===== src/rtl/sipo_pkg.sv =====
// Shared constants and output-register state encoding for the serial-in/parallel-out deserializer.
package sipo_pkg;

    localparam int unsigned DefaultWidth = 8;
    localparam int unsigned CNT_W        = $clog2(DefaultWidth);

    typedef enum logic {
        StEmpty = 1'b0,
        StFull  = 1'b1
    } out_state_e;

endpackage


===== src/rtl/sipo_out_reg.sv =====
// One-entry valid/ready output register: captures completed words, drops them with a sticky
// overflow flag when the consumer has not drained the previous one.
module sipo_out_reg
    import sipo_pkg::*;
#(
    parameter int unsigned WIDTH = DefaultWidth
) (
    input  logic             clk,
    input  logic             rst,
    input  logic             load,
    input  logic [WIDTH-1:0] word,
    input  logic             q_ready,
    output logic [WIDTH-1:0] q,
    output logic             q_valid,
    output logic             ovf
);

    out_state_e       state_q, state_d;
    logic [WIDTH-1:0] data_q, data_d;
    logic             ovf_q, ovf_d;

    always_comb begin
        state_d = state_q;
        data_d  = data_q;
        ovf_d   = ovf_q;
        unique case (state_q)
            StEmpty: begin
                if (load) begin
                    state_d = StFull;
                    data_d  = word;
                end
            end
            StFull: begin
                if (q_ready) begin
                    // Drain and refill on the same edge keeps the register full with no bubble.
                    if (load) begin
                        data_d = word;
                    end else begin
                        state_d = StEmpty;
                    end
                end else if (load) begin
                    ovf_d = 1'b1;
                end
            end
            default: state_d = StEmpty;
        endcase
    end

    always_ff @(posedge clk) begin
        if (rst) begin
            state_q <= StEmpty;
            data_q  <= '0;
            ovf_q   <= 1'b0;
        end else begin
            state_q <= state_d;
            data_q  <= data_d;
            ovf_q   <= ovf_d;
        end
    end

    assign q       = data_q;
    assign q_valid = (state_q == StFull);
    assign ovf     = ovf_q;

endmodule


===== src/rtl/sipo_deser.sv =====
// Serial-in/parallel-out deserializer: shift register and bit counter feeding a one-entry
// valid/ready output register. The serial side never stalls.
module sipo_deser
    import sipo_pkg::*;
#(
    parameter int unsigned WIDTH     = DefaultWidth,
    parameter bit          MSB_FIRST = 1'b1
) (
    input  logic                     clk,
    input  logic                     rst,
    input  logic                     d,
    input  logic                     d_en,
    input  logic                     clr,
    output logic [WIDTH-1:0]         q,
    output logic                     q_valid,
    input  logic                     q_ready,
    output logic [$clog2(WIDTH)-1:0] cnt,
    output logic                     ovf
);

    localparam int unsigned CntW = $clog2(WIDTH);

    logic [WIDTH-1:0] sr_q, sr_d, sr_shift;
    logic [CntW-1:0]  cnt_q, cnt_d;
    logic             accept;
    logic             word_done;

    always_comb begin
        sr_shift  = MSB_FIRST ? {sr_q[WIDTH-2:0], d} : {d, sr_q[WIDTH-1:1]};
        accept    = d_en && !clr;
        word_done = accept && (cnt_q == CntW'(WIDTH - 1));
        sr_d      = sr_q;
        cnt_d     = cnt_q;
        if (clr || word_done) begin
            sr_d  = '0;
            cnt_d = '0;
        end else if (accept) begin
            sr_d  = sr_shift;
            cnt_d = cnt_q + CntW'(1);
        end
    end

    always_ff @(posedge clk) begin
        if (rst) begin
            sr_q  <= '0;
            cnt_q <= '0;
        end else begin
            sr_q  <= sr_d;
            cnt_q <= cnt_d;
        end
    end

    assign cnt = cnt_q;

    // The completed word includes the bit arriving on this edge, hence sr_shift, not sr_q.
    sipo_out_reg #(
        .WIDTH (WIDTH)
    ) u_out_reg (
        .clk     (clk),
        .rst     (rst),
        .load    (word_done),
        .word    (sr_shift),
        .q_ready (q_ready),
        .q       (q),
        .q_valid (q_valid),
        .ovf     (ovf)
    );

endmodule


===== config.mk =====
export PLATFORM = sky130hd
export DESIGN_NAME = sipo_deser
export DESIGN_NICKNAME = d
export VERILOG_FILES = /design/src/rtl/sipo_pkg.sv /design/src/rtl/sipo_out_reg.sv /design/src/rtl/sipo_deser.sv
export SDC_FILE = /design/constraint.sdc
export NUM_CORES = 1
export LEC_CHECK = 0
export BUFFER_PORTS_ARGS = -buffer_cell sky130_fd_sc_hd__clkbuf_2
export CAP_MARGIN = 20
export CELL_PAD_IN_SITES_DETAIL_PLACEMENT = 0
export CELL_PAD_IN_SITES_GLOBAL_PLACEMENT = 1
export CORE_MARGIN = 4
export CORE_UTILIZATION = 35
export DETAILED_ROUTE_END_ITERATION = 12
export GPL_ROUTABILITY_DRIVEN = 0
export PLACE_DENSITY = 0.73
export SLEW_MARGIN = 20
export SYNTH_ARGS = -nofsm -noshare
export SYNTH_HDL_FRONTEND = slang
export SYNTH_HIERARCHICAL = 1
export SYNTH_SLANG_ARGS = --single-unit

===== constraint.sdc =====
create_clock -name clk -period 3.3 [get_ports clk]
set_input_delay 0.66 -clock clk [delete_from_list [all_inputs] [get_ports clk]]
set_output_delay 0.66 -clock clk [all_outputs]
set_load 0.01 [all_outputs]

==> metrics.md <==
| Metric | Value |
|---|---|
| Clock share of power | `around 43%` |
| Final hold vios | `0` |
| FFs w/ async S/R, synth | `0%` |
| Worst-Margin Slew | `767 ps` |
| Internal power | `around 0.37 mW` |
| Net Count, Synth | `just under 100` |
| Switching share of power | `around a fifth` |
| RSZ-0062 raised after global routing | `no` |
| Die W | `just under 60 um` |
| Die height | `~59 um` |
| Area grow syn2layout | `15.9%` |
| Post-Synth Adder-Cell Area | `between 2 and 3%` |
| Clk sink count | `20` |
| CTS tree | `yes` |
| Quantity of gates resized following cts | `0` |
| Startpoint types | `register` |
| GR Overflow Total | `0` |
| Routed len/inst | `11.3 um` |
| Yosys warns | `6` |
| Pins Over Slew Limit | `0` |
| Status | `finished, final reports clean` |
| Largest area contributor in the netlist | `dfxtp_1` |
| Area contributors post-synth | `dfxtp_1, nand2b_1, mux2i_1` |
| Hold Crit Class | `reg2reg` |
| Mean Syn Cell Area | `around 10 sq um` |
| Main combinational cell family by area after synthesis | `simple AND/OR/NAND/NOR gates` |
| Post-route setup slack | `~1400 ps` |
| Dpl hpwl | `between 1000 and 1500 um` |
| Synth Area in Compound Gates | `under 10%` |
| CTS Hold Bufs | `0` |
| # IOs | `19` |
| Drt pass-1 iters | `4` |
| # DRC | `0` |
| Antenna cells | `0` |
| Worst slack at placement | `1280 ps` |
| Synth Instances | `91` |
| H-tree lvl count | `1` |
| FF-to-FF End | `u_out_reg/q[5]` |
| RR Startpoint | `cnt[0]` |
| R2R setup slack | `between 1000 and 1500 ps` |
| Reg power frac | `52.5%` |
| Skew final | `approximately 9.3 ps` |
| Number of flops mapped to enable cells by yosys | `0` |
| Rows | `18` |
| Final nets | `approximately 120` |
| Mux cell area share after synthesis | `about 9%` |
| Synth Register Bits | `20` |
| Simple-gate share of the synthesized area | `a little under a third` |
| Share of layout cells above drive strength 1 | `28.0%` |
| Final WL | `1550 um` |
| Prevailing post-synth register cell | `dfxtp_1` |
| Hold endpoint | `u_out_reg/ovf` |
| Most frequent cell after synthesis | `nand2b_1` |
| Critical path class | `reg2reg` |
| Total track usage | `approximately a tenth` |
| Post-synth cell types | `17` |
| Vias in the first global route | `between 600 and 700` |
| Crit end category | `register` |
| Initial antenna violation count | `0` |
| Pwr Density | `442 mW/mm^2` |
| Max clock buf depth | `2` |
| P_leak | `~0.37 nW` |
| Total Negative Setup Slacks | `0 ps` |
| FILL cells | `around 260` |
| Critical Path RT | `between 3000 and 4000 ps` |
| Via density | `4.64` |
| PnR Total Power | `0.464 mW` |
| Slew headroom | `approximately half` |
| Vias | `about 640` |
| Max-Cap Viols | `0` |
| Hold Startpoint | `u_out_reg/ovf` |
| Final setup viols | `0` |
| Total CTS buffers | `3` |
| Post-synth top area share | `~44%` |
| XOR/XNOR Fraction of Synth Area | `0%` |
| Setup bufs post-CTS | `0` |
| Crit path DAT | `approximately 2200 ps` |
| Synth top cells by count | `nand2b_1, dfxtp_1, nand3b_1, mux2i_1, a21oi_2` |
| Seq/Total Area, Yosys | `between 40% and 50%` |
| Worst-skew pair later-pin latency | `~300 ps` |
| CORE AREA | `about 0.0025 sq mm` |
| Initial Util | `a little over a third` |
| Comb power frac | `under 10%` |
| Hold Path Depth | `2` |
| Min cycle time layout | `just under 2000 ps` |
| Net switching power | `approximately 0.090 mW` |
| DRT iter0 DRCs | `14` |
| Clk slew on worst S/H paths | `120 ps` |
| Peak supply drop | `around 350 uV` |
| First-pass GRT wire length | `around 2800 um` |
| FF-to-FF path depth | `6` |
| Die area | `about 0.0035 sq mm` |
| Highest clock rate | `about 520 MHz` |
| Post-DRT Antenna Nets | `0` |
| CP Max Fanout | `11` |
| Root buffer cell | `clkbuf_4` |
| IO Port Bufs | `18` |
| Largest net degree at the start of global routing | `22` |
| Final period util | `about three fifths` |
| Synthesized area | `around 910 sq um` |
## how the worst max path moves through the flow
stage / startpoint / end / cells after the start / slack, ps
final: cnt[0] / u_out_reg/q[5] / 6 / 1380
after global routing: cnt[0] / u_out_reg/q[4] / 6 / 1130
after CTS: cnt[0] / u_out_reg/q[5] / 6 / 1350
after detailed placement: d_en / u_out_reg/q[5] / 5 / 1280
after global placement: d_en / u_out_reg/q[5] / 5 / 1330
after floorplan: cnt[0] / u_out_reg/q[0] / 8 / 1690
## kinds of logic after synthesis
family                     Yosys count
adders and majority gates            2
and+or+nand+nor                     44
AOI/OAI and AO/OA                   11
muxes                                8
buffers and inverters                6
DFF                                 20
## layout make-up
| cell class | instances | area [sq um] | share of cell area [%] |
|---|---|---|---|
| Tap cell | 30 | 37.5 | 3.58 |
| Clock inverter | 1 | 30.0 | 2.86 |
| Multi-Input combinational cell | 65 | 469 | 44.7 |
| Sequential cell | 20 | 400 | 38.1 |
| Timing Repair Buffer | 18 | 90.1 | 8.58 |
| Clock buffer | 3 | 22.5 | 2.15 |
## metal layers
layer  track usage [%]  wire (um)
met4              2.91         15
met1              14.4        739
met2              14.8        678
met5                 0          0
met3              3.95        118
## registers in the layout (all words and copies together), names as in the netlist
signal             flops
u_out_reg/q            8
cnt                    3
u_out_reg/q_valid      1
sr_q                   7
u_out_reg/ovf          1
## power by group through the flow
stage               Combinational, mW  Clock (mW)  Sequential (mW)
floorplan                      0.0147           0            0.249
CTS                            0.0208       0.206            0.244
detailed placement             0.0207           0            0.249
finish                         0.0204       0.200            0.244
global placement               0.0204           0            0.249
global route                   0.0231       0.219            0.244
## per-stage QoR
stage / std cells / cell area [sq um] / hold WS, ps / util [%]
final: 137 / 1050 / 478 / 42.4
after global routing: 137 / 1050 / 515 / 42.4
after CTS: 137 / 1050 / 487 / 42.4
after detailed placement: 133 / 997 / 461 / 40.3
after global placement: 133 / 997 / 462 / 40.3
after floorplan: 91 / 906 / 452 / -
## cells in the final DEF, fill, tap and decap left out, drive strengths merged
cell     n
a21oi   11
bufinv   1
clkbuf  21
dfxtp   20
ha       2
mux2i    8
nand2    1
nand2b  26
nand3b   9
nor2     4
nor2b    2
or2      1
or3b     1
## critical path: stages (launching register included)
cell     delay [ps]
dfxtp_1         390
ha_1            170
ha_1            320
nand2_1          80
nor2_1          170
nor2b_2         490
mux2i_1         250
Note: power is estimated with default switching activity, not from simulation.
